===== src/rtl/poly_pkg.sv =====
// Shared constants for the poly_mul pipeline datapath.
package poly_pkg;

    localparam int unsigned FIELD_W            = 256;
    localparam int unsigned PIPE_DEPTH_DEFAULT = 4;

endpackage


===== src/rtl/pipe_elastic_stage.sv =====
// One elastic pipeline slot: a valid bit plus a payload register with load enable.
// A loaded bubble clears the valid bit but leaves the payload untouched.
module pipe_elastic_stage
    import poly_pkg::*;
#(
    parameter int unsigned WIDTH = FIELD_W
) (
    input  logic             clk,
    input  logic             rst,
    input  logic             i_clr,
    input  logic             i_load,
    input  logic             i_valid,
    input  logic [WIDTH-1:0] i_data,
    output logic             o_valid,
    output logic [WIDTH-1:0] o_data
);

    logic             r_valid;
    logic [WIDTH-1:0] r_data;

    always_ff @(posedge clk or posedge rst) begin
        if (rst) begin
            r_valid <= 1'b0;
            r_data  <= '0;
        end else if (i_clr) begin
            r_valid <= 1'b0;
        end else if (i_load) begin
            r_valid <= i_valid;
            if (i_valid) begin
                r_data <= i_data;
            end
        end
    end

    assign o_valid = r_valid;
    assign o_data  = r_data;

endmodule


===== src/rtl/pipe_elastic_chain.sv =====
// Elastic valid/ready register chain of DEPTH stages with collapsing bubbles and flush.
// Optional stall counter output enabled by defining STALL_CNT_EN.
module pipe_elastic_chain
    import poly_pkg::*;
#(
    parameter int unsigned WIDTH = FIELD_W,
    parameter int unsigned DEPTH = PIPE_DEPTH_DEFAULT,
    localparam int unsigned CNT_W = $clog2(DEPTH + 1)
) (
    input  logic             clk,
    input  logic             rst,
    input  logic             flush,
    input  logic             in_valid,
    output logic             in_ready,
    input  logic [WIDTH-1:0] in_data,
    output logic             out_valid,
    input  logic             out_ready,
    output logic [WIDTH-1:0] out_data,
    output logic [CNT_W-1:0] occupancy
`ifdef STALL_CNT_EN
    ,
    output logic [31:0]      stall_cnt
`endif
);

    if (DEPTH < 1) begin : g_depth_check
        $error("pipe_elastic_chain: DEPTH must be at least 1");
    end

    logic [DEPTH-1:0] w_v;
    logic [DEPTH-1:0] w_rdy;
    logic [DEPTH-1:0] w_src_v;
    logic [WIDTH-1:0] w_d     [DEPTH];
    logic [WIDTH-1:0] w_src_d [DEPTH];
    logic             w_push;
    logic             w_pop;
    logic [CNT_W-1:0] r_occ;

    for (genvar k = 0; k < DEPTH; k++) begin : g_stage
        // A slot can move when the sink drains or any slot from here to the tail is empty.
        assign w_rdy[k] = out_ready | ~(&w_v[DEPTH-1:k]);

        if (k == 0) begin : g_head
            assign w_src_v[k] = in_valid & ~flush;
            assign w_src_d[k] = in_data;
        end else begin : g_body
            assign w_src_v[k] = w_v[k-1];
            assign w_src_d[k] = w_d[k-1];
        end

        pipe_elastic_stage #(
            .WIDTH (WIDTH)
        ) u_stage (
            .clk     (clk),
            .rst     (rst),
            .i_clr   (flush),
            .i_load  (w_rdy[k]),
            .i_valid (w_src_v[k]),
            .i_data  (w_src_d[k]),
            .o_valid (w_v[k]),
            .o_data  (w_d[k])
        );
    end

    assign in_ready  = w_rdy[0] & ~flush;
    assign out_valid = w_v[DEPTH-1];
    assign out_data  = w_d[DEPTH-1];

    assign w_push = in_valid & in_ready;
    assign w_pop  = w_v[DEPTH-1] & out_ready;

    always_ff @(posedge clk or posedge rst) begin
        if (rst) begin
            r_occ <= '0;
        end else if (flush) begin
            r_occ <= '0;
        end else begin
            r_occ <= r_occ + CNT_W'(w_push) - CNT_W'(w_pop);
        end
    end

    assign occupancy = r_occ;

`ifdef STALL_CNT_EN
    logic [31:0] r_stall;

    always_ff @(posedge clk or posedge rst) begin
        if (rst) begin
            r_stall <= '0;
        end else if (flush) begin
            r_stall <= '0;
        end else if (w_v[DEPTH-1] && !out_ready && (r_stall != 32'hFFFF_FFFF)) begin
            r_stall <= r_stall + 32'd1;
        end
    end

    assign stall_cnt = r_stall;
`endif

endmodule


===== config.mk =====
export PLATFORM = sky130hd
export DESIGN_NAME = pipe_elastic_chain
export DESIGN_NICKNAME = d
export VERILOG_FILES = /design/src/rtl/poly_pkg.sv /design/src/rtl/pipe_elastic_stage.sv /design/src/rtl/pipe_elastic_chain.sv
export SDC_FILE = /design/constraint.sdc
export NUM_CORES = 2
export LEC_CHECK = 0
export BUFFER_PORTS_ARGS = -buffer_cell sky130_fd_sc_hd__clkbuf_2
export CORE_UTILIZATION = 64
export CTS_BUF_LIST = sky130_fd_sc_hd__clkbuf_2 sky130_fd_sc_hd__clkbuf_4 sky130_fd_sc_hd__clkbuf_8
export CTS_CLUSTER_SIZE = 20
export DETAILED_ROUTE_END_ITERATION = 10
export PLACE_DENSITY = 0.92
export SKIP_LAST_GASP = 1
export SYNTH_ARGS = -nofsm -noshare
export SYNTH_HDL_FRONTEND = slang
export SYNTH_SLANG_ARGS = --single-unit

===== constraint.sdc =====
create_clock -name clk -period 72.4 [get_ports clk]
set_clock_uncertainty 0.1 [all_clocks]
set_input_delay 3.62 -clock clk [delete_from_list [all_inputs] [get_ports clk]]
set_output_delay 3.62 -clock clk [all_outputs]
set_load 0.05 [all_outputs]

==> metrics <==
final worst path period need=8.29 ns; Synth cell types=21; cts bufs inserted=157; width of the chip=246 um; met3 usage=0.0838; final hold vios=0; Cell Area, Synth=38100 um^2; Post-DRT Antenna Nets=0; Syn Area/Cell=17.3 um^2; Worst setup SP type=input port; I/O pins=522; multi-input logic area=11700 um^2; leading area contributor after synthesis=dfrtp_1; crit-path max FO=5; XOR/XNOR share of the synthesized area=0.000460; Slew @ Worst Pin=1.08 ns; power per cell area=40.6 nW/um^2; post-DR wirelength/cell=22.9 um; busiest grt layer=met2; DR vias/cell=5.65; M1 GR Usage=0.331; post-synthesis compound-gate area fraction=0.000919; MaxCap Viol Count=0; buffers added on ports=521; grt met2 use=0.479; commonest cells in the netlist=dfrtp_1 (1031), mux2_2 (925), buf_2 (106), mux2_1 (99), nor2_1 (7); CP required=68.68 ns; CTS H-tree depth=4; number of enable flip-flop cells after synthesis=0; Max Buffers Root-to-Sink=3; largest net degree at the start of global routing=186; crit share post-route=0.115; Post-Syn Instances=2201; fin nets=3052; cell leakage power=21.3 nW; placed insts=3402; Via Count=20847; RePlAce Congestion=0.814; initial antenna violation count=24; Async S/R FF share, synth=1.00; critical setup path kind=in2out; die height=246 um; core area=58900 um^2; Clock Power Share=0.270; Logic pwr share=0.261; Max-slew headroom=0.281; drt first-iter violations=1035; Fill cells=3111; FF+latch area=25800 um^2; TNS Setup=0 ns; status=finished, final reports clean; Row Count=89; layout cell share with drive strength beyond 1=0.601; Die Area=60500 um^2; Net Sw Power=0.627 mW; GRT overflow=0; DR DRC count=0; adder-cell share of the synthesized area=0.00118; CTS tree=built; global-route wire length before repair=131000 um; fin. max-slew vios=0; Ys Warns=0; Crit. End Element=primary output; dpl hpwl=51500 um; clock sink count=1031; worst hold-check path type=reg2reg; initial core utilization=0.647; Seq/Total Area, Yosys=0.677; Yosys top cell area share=0.677; CTS Root Cell=clkbuf_8; top post-synthesis cells by area=dfrtp_1 (68%), mux2_2 (27%), mux2_1 (2.9%); area share of and/or/nand/nor cells after synthesis=0.00226; maximum vdd drop=0.0358 mV; Pwr Total=1.81 mW; Finished Layout Cells=3687; 1st-pass router iterations=4; top_reg_cell synth=dfrtp_1; number of global-route vias before repair=23381; area grow syn2layout=17.0%; combinational family with the most area after synthesis=multiplexers; mux cell area share after synthesis=0.303; Peak Freq=0.121 GHz; Power Internal=1.19 mW; Reg power frac=0.469; top-count cell post-synth=dfrtp_1; Net Sw Frac=0.346; clk_lat worst skew=0.82 ns; RSZ-0062 raised after global routing=no; PostCTS Resize Cnt=0; WP data arrival=4.57 ns; Worst-path clk slew=0.06 ns; final WL=84500 um; Post-CTS Setup Bufs=0; Mapped Nets=2465; Setup violations, final=0; GRT Util Overall=0.286; Finished Core Util=0.757; Hold Buf Count CTS=0; Synth Register Bits=1031
flip-flops by register name, summed over array words and instances (netlist names):
| name | flops |
|---|---|
| g_stage.u_stage.o_data | 1024 |
| g_stage.u_stage.o_valid | 4 |
| occupancy | 3 |
layer usage:
| layer | vias up | part of all wire |
|---|---|---|
| met1 | 10982 | 0.37 |
| li1 | 8996 | - |
| met3 | 214 | 0.064 |
| met2 | 643 | 0.52 |
| met4 | 12 | 0.046 |
| met5 | - | 0.0010 |
area by class of cell:
type                            count  area share
Antenna cell                       19     0.00107
Clock buffer                      241      0.0660
Clock inverter                     25     0.00586
Inverter                            6    0.000673
Multi-Input combinational cell   1049       0.263
Sequential cell                  1031       0.578
Tap cell                          773      0.0217
Timing Repair Buffer              543      0.0630
cells in the final DEF, fill, tap and decap left out, types with 7 or more instances in the layout:
| master | Yosys | routed |
|---|---|---|
| dfrtp_1 | 1031 | 1031 |
| buf_4 | 4 | 19 |
| mux2_1 | 99 | 99 |
| clkbuf_8 | 0 | 181 |
| nor2_1 | 7 | 7 |
| clkinv_2 | 0 | 8 |
| clkbuf_2 | 0 | 521 |
| diode_2 | 0 | 19 |
| clkbuf_4 | 0 | 60 |
| mux2_2 | 925 | 925 |
power by group through the flow:
stage | registers [mW] | logic (mW) | clock network [mW]
2_1_floorplan | 1.02 | 0.168 | 0
3_3_place_gp | 0.834 | 0.451 | 0
3_5_place_dp | 0.853 | 0.470 | 0
4_1_cts | 0.850 | 0.477 | 0.498
5_1_grt | 0.869 | 0.494 | 0.524
6_report | 0.850 | 0.474 | 0.488
cell families after synthesis:
kind of cell	count (synthesis)
flops	1031
mux	1024
buf+inv	121
simple gates	15
compound gates	5
fa+ha+maj	3
xor+xnor	2
per-stage QoR:
step | worst slack (ns) | hold slack [ns] | area, um^2
detailed placement | 64.13 | 0.370 | 41300
CTS | 64.12 | 0.382 | 44600
finish | 64.11 | 0.376 | 44600
floorplan | 39.67 | 0.352 | 38100
global placement | 64.13 | 0.363 | 41300
global route | 64.09 | 0.395 | 44600
worst max-delay path, stage by stage:
cell	delay (ns)
clkbuf_2	0.10
and4b_1	0.29
a21oi_1	0.24
clkbuf_2	0.32
path summary, 6_finish.rpt:
kind	start	cells after the start	to	slack (ns)
setup / recovery	out_ready	4	in_ready	64.11
hold / removal	g_stage[0].u_stage.o_data[235]	1	g_stage[1].u_stage.o_data[235]	0.38
setup reg to reg	g_stage[2].u_stage.o_valid	6	g_stage[0].u_stage.o_data[145]	68.19
hold reg to reg	g_stage[0].u_stage.o_data[235]	1	g_stage[1].u_stage.o_data[235]	0.38
max in group asynchronous	rst	5	g_stage[3].u_stage.o_data[83]	65.90
min in group asynchronous	rst	2	g_stage[2].u_stage.o_data[206]	2.85
Power figures use the tool's default switching activity.
